### src/rtl/seq_shift_mul.sv
// Sequential signed shift-and-add multiplier: one partial product per RUN cycle,
// with the sign bit of the multiplier weighted negatively on the final step.
module seq_shift_mul #(
   parameter int W = 4
) (
   input  logic           clk,
   input  logic           rst,
   input  logic           start,
   input  logic [W-1:0]   a,
   input  logic [W-1:0]   b,
   output logic           busy,
   output logic           done,
   output logic [2*W-1:0] product
);

   localparam int IW = (W > 2) ? $clog2(W) : 1;
   localparam logic [IW-1:0] LAST = IW'(W - 1);

   typedef enum logic [1:0] {
      IDLE,
      RUN,
      DONE
   } state_t;

   state_t           state_q;
   logic [2*W-1:0]   a_q;
   logic [W-1:0]     b_q;
   logic [2*W-1:0]   acc_q;
   logic [2*W-1:0]   acc_d;
   logic [2*W-1:0]   term;
   logic [IW-1:0]    idx_q;
   logic             busy_q;
   logic             done_q;
   logic [2*W-1:0]   product_q;

   // Two's-complement weighting: the top multiplier bit contributes -2^(W-1).
   always_comb begin
      term  = a_q << idx_q;
      acc_d = acc_q;
      if (b_q[idx_q]) begin
         if (idx_q == LAST) begin
            acc_d = acc_q - term;
         end else begin
            acc_d = acc_q + term;
         end
      end
   end

   always_ff @(posedge clk or posedge rst) begin
      if (rst) begin
         state_q   <= IDLE;
         a_q       <= '0;
         b_q       <= '0;
         acc_q     <= '0;
         idx_q     <= '0;
         busy_q    <= 1'b0;
         done_q    <= 1'b0;
         product_q <= '0;
      end else begin
         case (state_q)
            IDLE: begin
               done_q <= 1'b0;
               if (start) begin
                  a_q     <= {{W{a[W-1]}}, a};
                  b_q     <= b;
                  acc_q   <= '0;
                  idx_q   <= '0;
                  busy_q  <= 1'b1;
                  state_q <= RUN;
               end
            end
            RUN: begin
               acc_q <= acc_d;
               idx_q <= idx_q + IW'(1);
               if (idx_q == LAST) begin
                  product_q <= acc_d;
                  done_q    <= 1'b1;
                  state_q   <= DONE;
               end
            end
            DONE: begin
               done_q  <= 1'b0;
               busy_q  <= 1'b0;
               state_q <= IDLE;
            end
            default: begin
               done_q  <= 1'b0;
               busy_q  <= 1'b0;
               state_q <= IDLE;
            end
         endcase
      end
   end

   assign busy    = busy_q;
   assign done    = done_q;
   assign product = product_q;

endmodule

### config.mk
export PLATFORM = sky130hd
export DESIGN_NAME = seq_shift_mul
export DESIGN_NICKNAME = d
export VERILOG_FILES = /design/src/rtl/seq_shift_mul.sv
export SDC_FILE = /design/constraint.sdc
export NUM_CORES = 1
export LEC_CHECK = 0
export ABC_AREA = 0
export CORE_MARGIN = 10
export CORE_UTILIZATION = 50
export DETAILED_ROUTE_END_ITERATION = 16
export PLACE_DENSITY = 0.8
export SYNTH_ARGS = -nofsm -noshare
export SYNTH_HDL_FRONTEND = slang
export SYNTH_SLANG_ARGS = --single-unit
### constraint.sdc
create_clock -name clk -period 3.2 [get_ports clk]
set_clock_uncertainty 0.2 [all_clocks]
set_input_delay 0.32 -clock clk [delete_from_list [all_inputs] [get_ports clk]]
set_output_delay 0.32 -clock clk [all_outputs]
set_load 0.01 [all_outputs]
==> metrics.md, run 1 <==
| Metric | Value |
|---|---|
| Startpoint types | `register` |
| Main synth FF type | `dfrtp_1` |
| DP Wirelength | `2900 um` |
| Xor-xnor portion of the synthesized cell area | `4.78%` |
| H-tree Lvls | `2` |
| Top cells by area, synth | `dfrtp_1 (41%), nand2_1 (5.5%), o21ai_0 (4.9%)` |
| Final ANT Viol Nets | `0` |
| Total of max-cap violations | `0` |
| Nets@finish | `between 200 and 250` |
| Synth Area per Inst | `9.39 um^2` |
| Mux cell area share after synthesis | `between 8 and 9%` |
| DR vias/cell | `~5.5` |
| Starting density of the core | `53.2%` |
| Synth Area in Compound Gates | `18.3%` |
| Finished Layout Cells | `approximately 270` |
| Reg clk slew, reported paths | `about 0.070 ns` |
| CP cell instances | `mux4_2, o21bai_1, xnor2_1, ha_1, a21oi_2, o21ai_0, a31oi_2, xor2_1, or4_1, o211ai_1` |
| Syn. warnings | `0` |
| Critical Path AT | `3.03 ns` |
| Req. time, crit path | `~3.2 ns` |
| Crit share post-route | `94.7%` |
| Vias in the first global route | `between 1000 and 1500` |
| Largest area contributor in the netlist | `dfrtp_1` |
| Hold Crit Class | `input pin to asynchronous set/reset pin` |
| Slew Limit Fails | `0` |
| Initial antenna violation count | `0` |
| Adder-Cell Fraction of Synth Area | `5.88%` |
| Met2 Use GR | `between 20% and 30%` |
| Largest family of logic cells by synthesized area | `compound AO/OA/AOI/OAI gates` |
| Num rows | `21` |
| Synth Cell Area | `~1800 um^2` |
| Starting DRT DRC Count | `43` |
| DRC | `0` |
| Most common cell in the netlist | `dfrtp_1` |
| Num ports | `21` |
| Simple logic cell fraction of the synthesized area | `16.3%` |
| Met3 usage in global routing | `3.79%` |
| Number of synthesized flops with an enable pin | `0` |
| Area growth syn-to-layout | `19.5%` |
| Layer carrying the most global-route usage | `met2` |
| #FFs+latches synth | `30` |
| Skew-Pair Late Insertion Delay | `around 0.29 ns` |
| Chip Height | `about 81 um` |
| Cells after Synth | `between 150 and 200` |
| Final min period | `3.03 ns` |
| Clock buffer count from CTS | `5` |
| Clock sinks | `30` |
| Post-CTS Hold Fix Bufs | `0` |
| Relative slew slack | `about 73%` |
| Clock Path Buffers | `2` |
| Drt wl/cell | `roughly 15 um` |
| Top cell type's share of synthesized area | `between 40% and 50%` |
| Share of layout cells above drive strength 1 | `15.1%` |
| Critical path class | `register to register` |
| Post-synthesis sequential area ratio | `approximately two fifths` |
| CP max-delay cell | `mux4_2` |
| CTS tree | `done` |
| Via count | `1468` |
| Routed WL | `approximately 3900 um` |
| Largest stage delay, worst path | `approximately 0.57 ns` |
| Library cells used by synthesis | `42` |
| Placer Congestion | `between 0.8 and 0.9` |
| Final Setup Violations | `0` |
| Tot GR Track Use | `between 10% and 20%` |
| Tightest Pin Transition | `0.406 ns` |
| Status | `completed` |
| Pre-Repair DR Iteration Count | `4` |
| Hold Vio Cnt, Final | `0` |
| Antenna cells | `0` |
| Met1 Resource Use GR | `approximately 15%` |
| Core ar. | `3440 um^2` |
| Synth cell count leaders | `dfrtp_1 (30), nand2_1 (27), o21ai_0 (18), nor2_1 (16), a21oi_1 (12)` |
| Fmax | `between 300 and 400 MHz` |
| Fraction of registers with async set or reset after synthesis | `100%` |
| CTS root buffer | `clkbuf_8` |
| Placed insts | `between 200 and 300` |
| Port-buffer cells | `20` |
| CP max FO | `8` |
| Global-route wire length before repair | `between 6000 and 7000 um` |
| GRT overflow | `0` |
| Die width | `slightly above 80 um` |
| Syn_nets | `about 210` |
| Largest net degree at the start of global routing | `31` |
| Die ar. | `between 6000 and 7000 um^2` |
| Critical Path End Type | `register` |
path summary, 6_finish.rpt:
| check | startpoint | depth (start not counted) | slack, ns | endpoint |
|---|---|---|---|---|
| setup / recovery | idx_q[0] | 10 | 0.17 | acc_q[7] |
| hold / removal | rst | 3 | 0.20 | product[0] |
| hold reg to reg | product[1] | 2 | 0.27 | product[1] |
| max in group asynchronous | rst | 3 | 2.29 | a_q[1] |
| setup reg to reg | idx_q[0] | 10 | 0.17 | acc_q[7] |
| min in group clk | product[1] | 2 | 0.27 | product[1] |
cell families (layout without fill, tap and decap cells):
| group | count (synthesis) | count (layout) |
|---|---|---|
| fa+ha+maj | 8 | 8 |
| mux | 13 | 13 |
| buf+inv | 19 | 43 |
| simple gates | 62 | 62 |
| compound gates | 53 | 53 |
| xor+xnor | 10 | 10 |
| flops | 30 | 30 |
layout make-up:
class	count	area, um^2
repair buffers	28	260
well taps	46	57.6
flip-flops and latches	30	753
inverters	7	26.3
fillers	304	1250
clock inverters	1	5.00
clock buffers	7	86.3
multi-input cells	146	1000
critical path, delay by kind of cell (launching register included):
family	cells	cell delay (ns)
AO/OA/AOI/OAI	5	0.73
flip-flops	1	0.44
AND/OR/NAND/NOR	1	0.42
XOR/XNOR	2	0.28
adder cells (fa/ha/maj)	1	0.31
multiplexers	1	0.57
layout by cell type, fill, tap and decap left out, types with 2 or more instances in the layout:
master / count
nand2b_1: 4
ha_1: 6
nor2_1: 16
nor3_1: 3
o21ai_1: 3
a21o_1: 2
xor2_1: 5
mux4_2: 2
clkdlybuf4s50_1: 20
a21oi_1: 11
mux2_2: 7
inv_1: 7
dfrtp_1: 28
buf_4: 8
clkbuf_8: 6
and2_1: 2
a31oi_1: 2
mux2i_1: 4
dfrtp_2: 2
nand2_1: 27
o221ai_1: 2
xnor2_1: 5
o21ai_0: 16
a32o_1: 3
nor2b_1: 2
o21bai_1: 3
o22ai_1: 2
registers in the layout, indices dropped and copies added, names as in the netlist:
register,flops
a_q,4
acc_q,8
b_q,4
busy,1
done,1
idx_q,2
product,8
state_q,2
timing repair:
action | 4_1_cts | 5_1_grt
cloned | 0 | 0
gates resized for setup | 1 | 6
setup buffers | 0 | 1
endpoints found under the setup margin | 1 | 3
pin swaps | 0 | 2
metal layers:
layer | part of all wire (%) | vias to the layer above | wire length (um)
met5 | 0 | - | 0
met4 | 1.4 | 0 | 55
met3 | 7.2 | 8 | 276
met2 | 47 | 47 | 1830
met1 | 44 | 682 | 1700
li1 | - | 731 | -
through the flow:
step                      util [%]  area [um^2]  hold WS (ns)  setup TNS [ns]  setup WS [ns]
after global placement        60.4         2080         0.261               0          0.130
after CTS                     63.1         2170         0.224               0         0.0107
after detailed placement      60.4         2080         0.269         -0.0187        -0.0187
final                         63.6         2190         0.204               0          0.171
after global routing          63.6         2190         0.261        -0.00675       -0.00675
after floorplan                  -         1830         0.211               0          0.226
Power of run 1 is left out: the tool's default activity adds up to more than one toggle a clock period on the data nets, which glitch-free logic cannot reach.
==> run 2, diff against run 1 <==
CTS_CLUSTER_SIZE = 28   (was unset)
==> results of run 2 <==
Final layout, timing and power as in run 1 (identical DEF).
Power of run 2 is left out for the same reason.
